==> src/rtl/ft_pkg.sv <==
// Shared types and constants for the rollback-recovery controller.
// Build option: define FT_RECOVERY_PC_EN to add the PC checkpoint and JUMP state.
package ft_pkg;

  localparam int DEF_ADDR_WIDTH = 5;
  localparam int DEF_DATA_WIDTH = 32;
  localparam int DEF_CNT_WIDTH  = 8;

`ifdef FT_RECOVERY_PC_EN
  localparam int PC_STAGES = 1;

  typedef enum logic [2:0] {
    ST_IDLE,
    ST_HALT,
    ST_RESTORE,
    ST_JUMP,
    ST_RELEASE
  } rec_state_e;
`else
  localparam int PC_STAGES = 0;

  typedef enum logic [2:0] {
    ST_IDLE,
    ST_HALT,
    ST_RESTORE,
    ST_RELEASE
  } rec_state_e;
`endif

  // Cycles from the error edge to halt release with the cores already drained:
  // one HALT cycle, every non-zero register, the optional jump, one release.
  function automatic int rec_length(input int addr_width);
    return 1 + (2 ** addr_width - 1) + PC_STAGES + 1;
  endfunction

  localparam int REC_LEN = rec_length(DEF_ADDR_WIDTH);

endpackage

==> src/rtl/ft_shadow_rf.sv <==
// Golden shadow copy of the architectural register file.
// One synchronous write port (cleared by reset) and one combinational read port.
module ft_shadow_rf
  import ft_pkg::*;
#(
  parameter int ADDR_WIDTH = DEF_ADDR_WIDTH,
  parameter int DATA_WIDTH = DEF_DATA_WIDTH
) (
  input  logic                  clk_i,
  input  logic                  rst_i,
  input  logic                  we_i,
  input  logic [ADDR_WIDTH-1:0] waddr_i,
  input  logic [DATA_WIDTH-1:0] wdata_i,
  input  logic [ADDR_WIDTH-1:0] raddr_i,
  output logic [DATA_WIDTH-1:0] rdata_o
);

  localparam int DEPTH = 2 ** ADDR_WIDTH;

  logic [DATA_WIDTH-1:0] mem [DEPTH];

  // Capture agreed writes; reset clears every entry so a later restore writes zeros.
  always_ff @(posedge clk_i) begin
    if (rst_i) begin
      for (int i = 0; i < DEPTH; i++) begin
        mem[i] <= '0;
      end
    end else if (we_i) begin
      mem[waddr_i] <= wdata_i;
    end
  end

  assign rdata_o = mem[raddr_i];

endmodule

==> src/rtl/ft_recovery_ctrl.sv <==
// Rollback-recovery controller for the dual-lockstep core pair.
// Halts both cores on a comparator error, rewrites registers 1..N-1 from the
// shadow copy, optionally redirects the PC, then releases the cores.
// Build option: FT_RECOVERY_PC_EN enables the PC checkpoint and the JUMP state.
module ft_recovery_ctrl
  import ft_pkg::*;
#(
  parameter int ADDR_WIDTH = DEF_ADDR_WIDTH,
  parameter int DATA_WIDTH = DEF_DATA_WIDTH,
  parameter int CNT_WIDTH  = DEF_CNT_WIDTH
) (
  input  logic                  clk_i,
  input  logic                  rst_i,
  input  logic                  error_i,
  input  logic                  cmp_we_i,
  input  logic [ADDR_WIDTH-1:0] cmp_addr_i,
  input  logic [DATA_WIDTH-1:0] cmp_data_i,
  input  logic                  commit_valid_i,
  input  logic [DATA_WIDTH-1:0] commit_pc_i,
  input  logic                  halted_i,
  output logic                  halt_o,
  output logic                  rf_we_o,
  output logic [ADDR_WIDTH-1:0] rf_addr_o,
  output logic [DATA_WIDTH-1:0] rf_data_o,
  output logic                  pc_valid_o,
  output logic [DATA_WIDTH-1:0] pc_o,
  output logic                  busy_o,
  output logic [CNT_WIDTH-1:0]  rec_count_o
);

  rec_state_e            state_q;
  rec_state_e            state_d;
  logic [ADDR_WIDTH-1:0] idx_q;
  logic [CNT_WIDTH-1:0]  rec_count_q;
  logic [DATA_WIDTH-1:0] shadow_rdata;
  logic                  shadow_we;
  logic                  idle;

  assign idle      = (state_q == ST_IDLE);
  assign shadow_we = idle && cmp_we_i && !error_i;

  ft_shadow_rf #(
    .ADDR_WIDTH(ADDR_WIDTH),
    .DATA_WIDTH(DATA_WIDTH)
  ) u_shadow (
    .clk_i  (clk_i),
    .rst_i  (rst_i),
    .we_i   (shadow_we),
    .waddr_i(cmp_addr_i),
    .wdata_i(cmp_data_i),
    .raddr_i(idx_q),
    .rdata_o(shadow_rdata)
  );

  // State register, restore index and saturating recovery counter.
  always_ff @(posedge clk_i) begin
    if (rst_i) begin
      state_q     <= ST_IDLE;
      idx_q       <= '0;
      rec_count_q <= '0;
    end else begin
      state_q <= state_d;
      if (idle && error_i && !(&rec_count_q)) begin
        rec_count_q <= rec_count_q + 1'b1;
      end
      if (state_q == ST_HALT && halted_i) begin
        idx_q <= ADDR_WIDTH'(1);
      end else if (state_q == ST_RESTORE) begin
        idx_q <= idx_q + 1'b1;
      end
    end
  end

`ifdef FT_RECOVERY_PC_EN
  logic [DATA_WIDTH-1:0] pc_ckpt_q;

  // Remember the PC after the last agreed commit; an erroring cycle is not agreed.
  always_ff @(posedge clk_i) begin
    if (rst_i) begin
      pc_ckpt_q <= '0;
    end else if (idle && commit_valid_i && !error_i) begin
      pc_ckpt_q <= commit_pc_i;
    end
  end
`else
  logic unused_commit;
  assign unused_commit = ^{commit_valid_i, commit_pc_i};
`endif

  // Next-state logic and Moore outputs from the registered state and index.
  always_comb begin
    state_d    = state_q;
    halt_o     = 1'b0;
    rf_we_o    = 1'b0;
    rf_addr_o  = '0;
    rf_data_o  = '0;
    pc_valid_o = 1'b0;
    pc_o       = '0;
    busy_o     = !idle;
    case (state_q)
      ST_IDLE: begin
        if (error_i) state_d = ST_HALT;
      end
      ST_HALT: begin
        halt_o = 1'b1;
        if (halted_i) state_d = ST_RESTORE;
      end
      ST_RESTORE: begin
        halt_o    = 1'b1;
        rf_we_o   = 1'b1;
        rf_addr_o = idx_q;
        rf_data_o = shadow_rdata;
        if (&idx_q) begin
`ifdef FT_RECOVERY_PC_EN
          state_d = ST_JUMP;
`else
          state_d = ST_RELEASE;
`endif
        end
      end
`ifdef FT_RECOVERY_PC_EN
      ST_JUMP: begin
        halt_o     = 1'b1;
        pc_valid_o = 1'b1;
        pc_o       = pc_ckpt_q;
        state_d    = ST_RELEASE;
      end
`endif
      ST_RELEASE: begin
        state_d = ST_IDLE;
      end
      default: begin
        state_d = ST_IDLE;
      end
    endcase
  end

  assign rec_count_o = rec_count_q;

endmodule

==> config.mk <==
export PLATFORM = sky130hd
export DESIGN_NAME = ft_recovery_ctrl
export DESIGN_NICKNAME = d
export VERILOG_FILES = /design/src/rtl/ft_pkg.sv /design/src/rtl/ft_shadow_rf.sv /design/src/rtl/ft_recovery_ctrl.sv
export SDC_FILE = /design/constraint.sdc
export NUM_CORES = 2
export LEC_CHECK = 0
export CORE_MARGIN = 3
export CORE_UTILIZATION = 49
export DETAILED_ROUTE_END_ITERATION = 7
export GPL_TIMING_DRIVEN = 0
export PLACE_DENSITY = 0.66
export SETUP_SLACK_MARGIN = 0.5
export SYNTH_ARGS = -nofsm -noshare
export SYNTH_HDL_FRONTEND = slang
export SYNTH_SLANG_ARGS = --single-unit
export TNS_END_PERCENT = 20
==> constraint.sdc <==
create_clock -name clk_i -period 5.4 [get_ports clk_i]
set_input_delay 1.35 -clock clk_i [delete_from_list [all_inputs] [get_ports clk_i]]
set_output_delay 1.35 -clock clk_i [all_outputs]
set_load 0.01 [all_outputs]
==> reports/metrics.yaml <==
outcome:
  run_status: "complete, no violations"
logic_synthesis:
  yosys_warnings: 0
  post_synth_num_cell_types: 47
  synth-adder-area-share: 0.00157
  synth_top_family_by_area: "simple AND/OR/NAND/NOR gates"
  ys_seq_elements: 1039
  synth_area_per_cell_um2: 14.4
  syn_inst: 3310
  synth-seq-area-share: 0.650
  compound_cell_area_share_of_the_yosys_netlist: 0.0425
  postSynth.asyncResetShare: 0
  ys_dominant_reg_cell: "sky130_fd_sc_hd__edfxtp_1"
  synth-simple-area-share: 0.156
  synth_area_um2: 47800
  synth_edf_count: 1024
  muxShareOfSynthArea: 0.113
  yosys.area_share.xor_xnor: 0.000916
routing:
  drt_first_pass_iters: 5
  routed_wirelength_mm: 118
  vias: 26800
  vias_per_cell: 5.49
  wire_per_inst_um: 24.2
  post-route-drc-count: 0
  drt_iter0_markers: 2632
  detail_route_antenna_nets: 0
worst_setup_path:
  r2r_cells: 5
  required_ps: 4050
  crit_slowest_cell: "sky130_fd_sc_hd__clkdlybuf4s50_1"
  worst_r2r_endpoint: "u_shadow.mem[30][14]$_SDFFCE_PN0P_"
  arrival_ps: 3660
  worstPathMaxFanout: 10
  critical_path.startpoint_type: "flip-flop"
  worst_path_cell_chain: "buf_6 > nor2b_1 > clkbuf_2 > clkbuf_2 > a22oi_1 > a21oi_1 > nor4_1 > clkdlybuf4s50_1"
  worst_path_largest_cell_delay_ps: 610
  r2r-start: "state_q[0]$_SDFFE_PP0P_"
  crit_path_end_kind: "output pin"
  cp_common_cell: "sky130_fd_sc_hd__clkbuf_2"
  worst-setup-path-type: "reg2out"
  worst-r2r-setup-slack_ps: 2060
floorplanning:
  floorplan.initialDensity: 0.499
  number_of_i_o_pins: 156
  chipHeight_um: 318
  row_count: 113
  design.die.area_um2: 101000
  area_of_the_core_um2: 95900
  floorplan.die.width_um: 318
sta:
  worst_clock_skew_ps: 14.9
  peak_clock_frequency_supported_by_timing_ghz: 0.199
  rsz0062_at_grt: "true"
  tightestPinTransition_ps: 971
  period_share: 0.929
  fin_hold_ws_ps: 524
  maxSlewViolCount: 0
  tns_ps: 0
  hold_viol: 0
  finalSetupViolCount: 0
  relSlewSlack: 0.352
  final_period_minus_worst_setup_slack_ps: 5010
clock_network:
  tritoncts: "yes"
  clock_insertion_delay_worst_skew_ps: 670
  cts-buffers-inserted: 104
  cts-root-buf: "sky130_fd_sc_hd__clkbuf_16"
  clock_sink_count: 1039
  maximum_root_to_sink_buffer_count: 3
  cts.hold.buffers_added: 0
  cts_max_level: 3
  clk_pin_slew_ps: 60
  post-cts-setup-buffers: 0
min_path:
  hold_path_depth: 2
  holdCritStartpoint: "rec_count_o[4]$_SDFFE_PP0P_"
  min_delay_worst_endpoint: "rec_count_o[4]$_SDFFE_PP0P_"
  worstHoldPathType: "reg2reg"
place:
  routabilityCongestion: 0.869
  place.detailed.hpwl_mm: 89.5
  portBuffers: 89
global_routing:
  grt.total_usage: 0.231
  grt_pass1_vias: 26800
  largest_net_degree_at_the_start_of_global_routing: 33
  first_pass_grt_wire_length_mm: 173
  grt_antenna_before_repair: 0
  grt_remaining_overflow: 0
final_layout:
  flow.area_growth_from_synthesis_pct: 13.2
  num-nets-final: 3618
  share_of_cells_above_drive_strength_1: 0.133
job:
  cap_viol_max_count: 0
power_and_ir_drop:
  power.density_nw_per_um2: 354
  vdd_ir_drop_max_uv: 277
  p_leak_nw: 18.8
[layer usage]
| layer | vias to the layer above | part of all wire | global-route usage |
|---|---|---|---|
| met5 | - | 0 | 0 |
| met4 | 0 | 0.026 | 0.0675 |
| met3 | 162 | 0.063 | 0.0285 |
| met2 | 808 | 0.48 | 0.385 |
| met1 | 13400 | 0.43 | 0.320 |
| li1 | 12500 | - | - |
[where the power goes]
part / internal [mW] / switching, mW / leakage [nW]
sequential: 9.14 / 0.0972 / 10.7
combinational: 1.10 / 1.70 / 6.49
clock: 4.12 / 3.01 / 1.64
[worst max-delay path, delay by kind of cell, from the launching register on]
| family | cells | cell delay (ps) |
|---|---|---|
| flops | 1 | 440 |
| compound gates | 2 | 670 |
| simple gates | 2 | 470 |
| buf+inv | 4 | 1420 |
[cells by family (layout without fill, tap and decap cells)]
family	Yosys count	count (layout)
AO/OA/AOI/OAI	299	299
XOR/XNOR	5	5
adder cells (fa/ha/maj)	6	6
buffers and inverters	352	630
flip-flops	1039	1039
multiplexers	420	420
other	1	35
AND/OR/NAND/NOR	1188	1188
[area by class of cell]
cell class	count	area (µm²)
Multi-Input combinational cell	1951	15400
Sequential cell	1039	31100
Fill cell	7624	41800
Antenna cell	2	5.00
Buffer	347	1760
Tap cell	1265	1580
Clock buffer	128	2820
Timing Repair Buffer	89	898
Inverter	5	18.8
Clock inverter	61	524
[worst max-delay path by stage]
stage                                         to  slack [ps]                   from
2_1_floorplan  u_shadow.mem[10][0]$_SDFFCE_PN0P_        2240                  rst_i
3_3_place_gp                        rf_data_o[0]         340  idx_q[0]$_SDFFE_PP0P_
3_5_place_dp                       rf_data_o[31]         340  idx_q[0]$_SDFFE_PP0P_
4_1_cts                            rf_data_o[20]         420  idx_q[4]$_SDFFE_PP0P_
5_1_grt                             rf_data_o[9]         370  idx_q[0]$_SDFFE_PP0P_
6_report                           rf_data_o[15]         390  idx_q[0]$_SDFFE_PP0P_
[per-stage QoR]
stage	area, µm²	cells	utilization	setup WS [ps]	total power, mW
4_1_cts	54100	4885	0.564	423	19.2
2_1_floorplan	47900	3342	-	2240	11.1
5_1_grt	54100	4885	0.564	368	19.8
3_3_place_gp	50400	4696	0.526	335	12.0
6_report	54100	4887	0.564	386	19.2
3_5_place_dp	50400	4696	0.526	338	12.1
[timing repair]
item	in CTS	in global routing
gates resized for setup	69	25
pin swaps	12	6
endpoints found under the setup margin	32	32
[synthesized netlist by cell type, drive strengths merged, types with 5 or more instances]
master | instances | share of area
and2 | 1031 | 0.13
edfxtp | 1024 | 0.64
mux2i | 322 | 0.067
clkbuf | 247 | 0.020
a22oi | 159 | 0.025
buf | 100 | 0.015
mux4 | 97 | 0.046
a21oi | 69 | 0.0072
nor2 | 46 | 0.0039
nor4 | 33 | 0.0069
or2 | 33 | 0.0043
o211ai | 31 | 0.0049
o22ai | 31 | 0.0041
dfxtp | 15 | 0.0063
nand2 | 13 | 0.0010
ha | 6 | 0.0016
nand3 | 6 | 0.00063
inv | 5 | 0.00039
nor2b | 5 | 0.00065
[sequential cells by signal (all words and copies together), names as in the netlist]
name          cells
idx_q             5
state_q           2
rec_count_o       8
u_shadow.mem   1024
[cell usage in the layout, fill, tap and decap left out, types with 5 or more instances in the layout]
cell                              instances
sky130_fd_sc_hd__a21oi_1                 69
sky130_fd_sc_hd__a22oi_1                147
sky130_fd_sc_hd__a22oi_2                 12
sky130_fd_sc_hd__and2_1                1031
sky130_fd_sc_hd__buf_2                   24
sky130_fd_sc_hd__buf_4                   53
sky130_fd_sc_hd__buf_6                   19
sky130_fd_sc_hd__bufinv_16                9
sky130_fd_sc_hd__clkbuf_1               222
sky130_fd_sc_hd__clkbuf_16              109
sky130_fd_sc_hd__clkbuf_2                35
sky130_fd_sc_hd__clkbuf_4                 8
sky130_fd_sc_hd__clkdlybuf4s50_1         86
sky130_fd_sc_hd__clkinv_1                23
sky130_fd_sc_hd__clkinv_2                22
sky130_fd_sc_hd__conb_1                  33
sky130_fd_sc_hd__dfxtp_1                 14
sky130_fd_sc_hd__edfxtp_1              1024
sky130_fd_sc_hd__ha_1                     6
sky130_fd_sc_hd__inv_1                    5
sky130_fd_sc_hd__mux2i_1                322
sky130_fd_sc_hd__mux4_2                  97
sky130_fd_sc_hd__nand2_1                 13
sky130_fd_sc_hd__nand3_1                  5
sky130_fd_sc_hd__nor2_1                  41
sky130_fd_sc_hd__nor2b_1                  5
sky130_fd_sc_hd__nor4_1                   5
sky130_fd_sc_hd__nor4_2                  13
sky130_fd_sc_hd__nor4_4                  15
sky130_fd_sc_hd__o211ai_1                31
sky130_fd_sc_hd__o22ai_1                 24
sky130_fd_sc_hd__o22ai_2                  7
sky130_fd_sc_hd__or2_2                   33
Note: power is estimated with default switching activity, not from simulation.
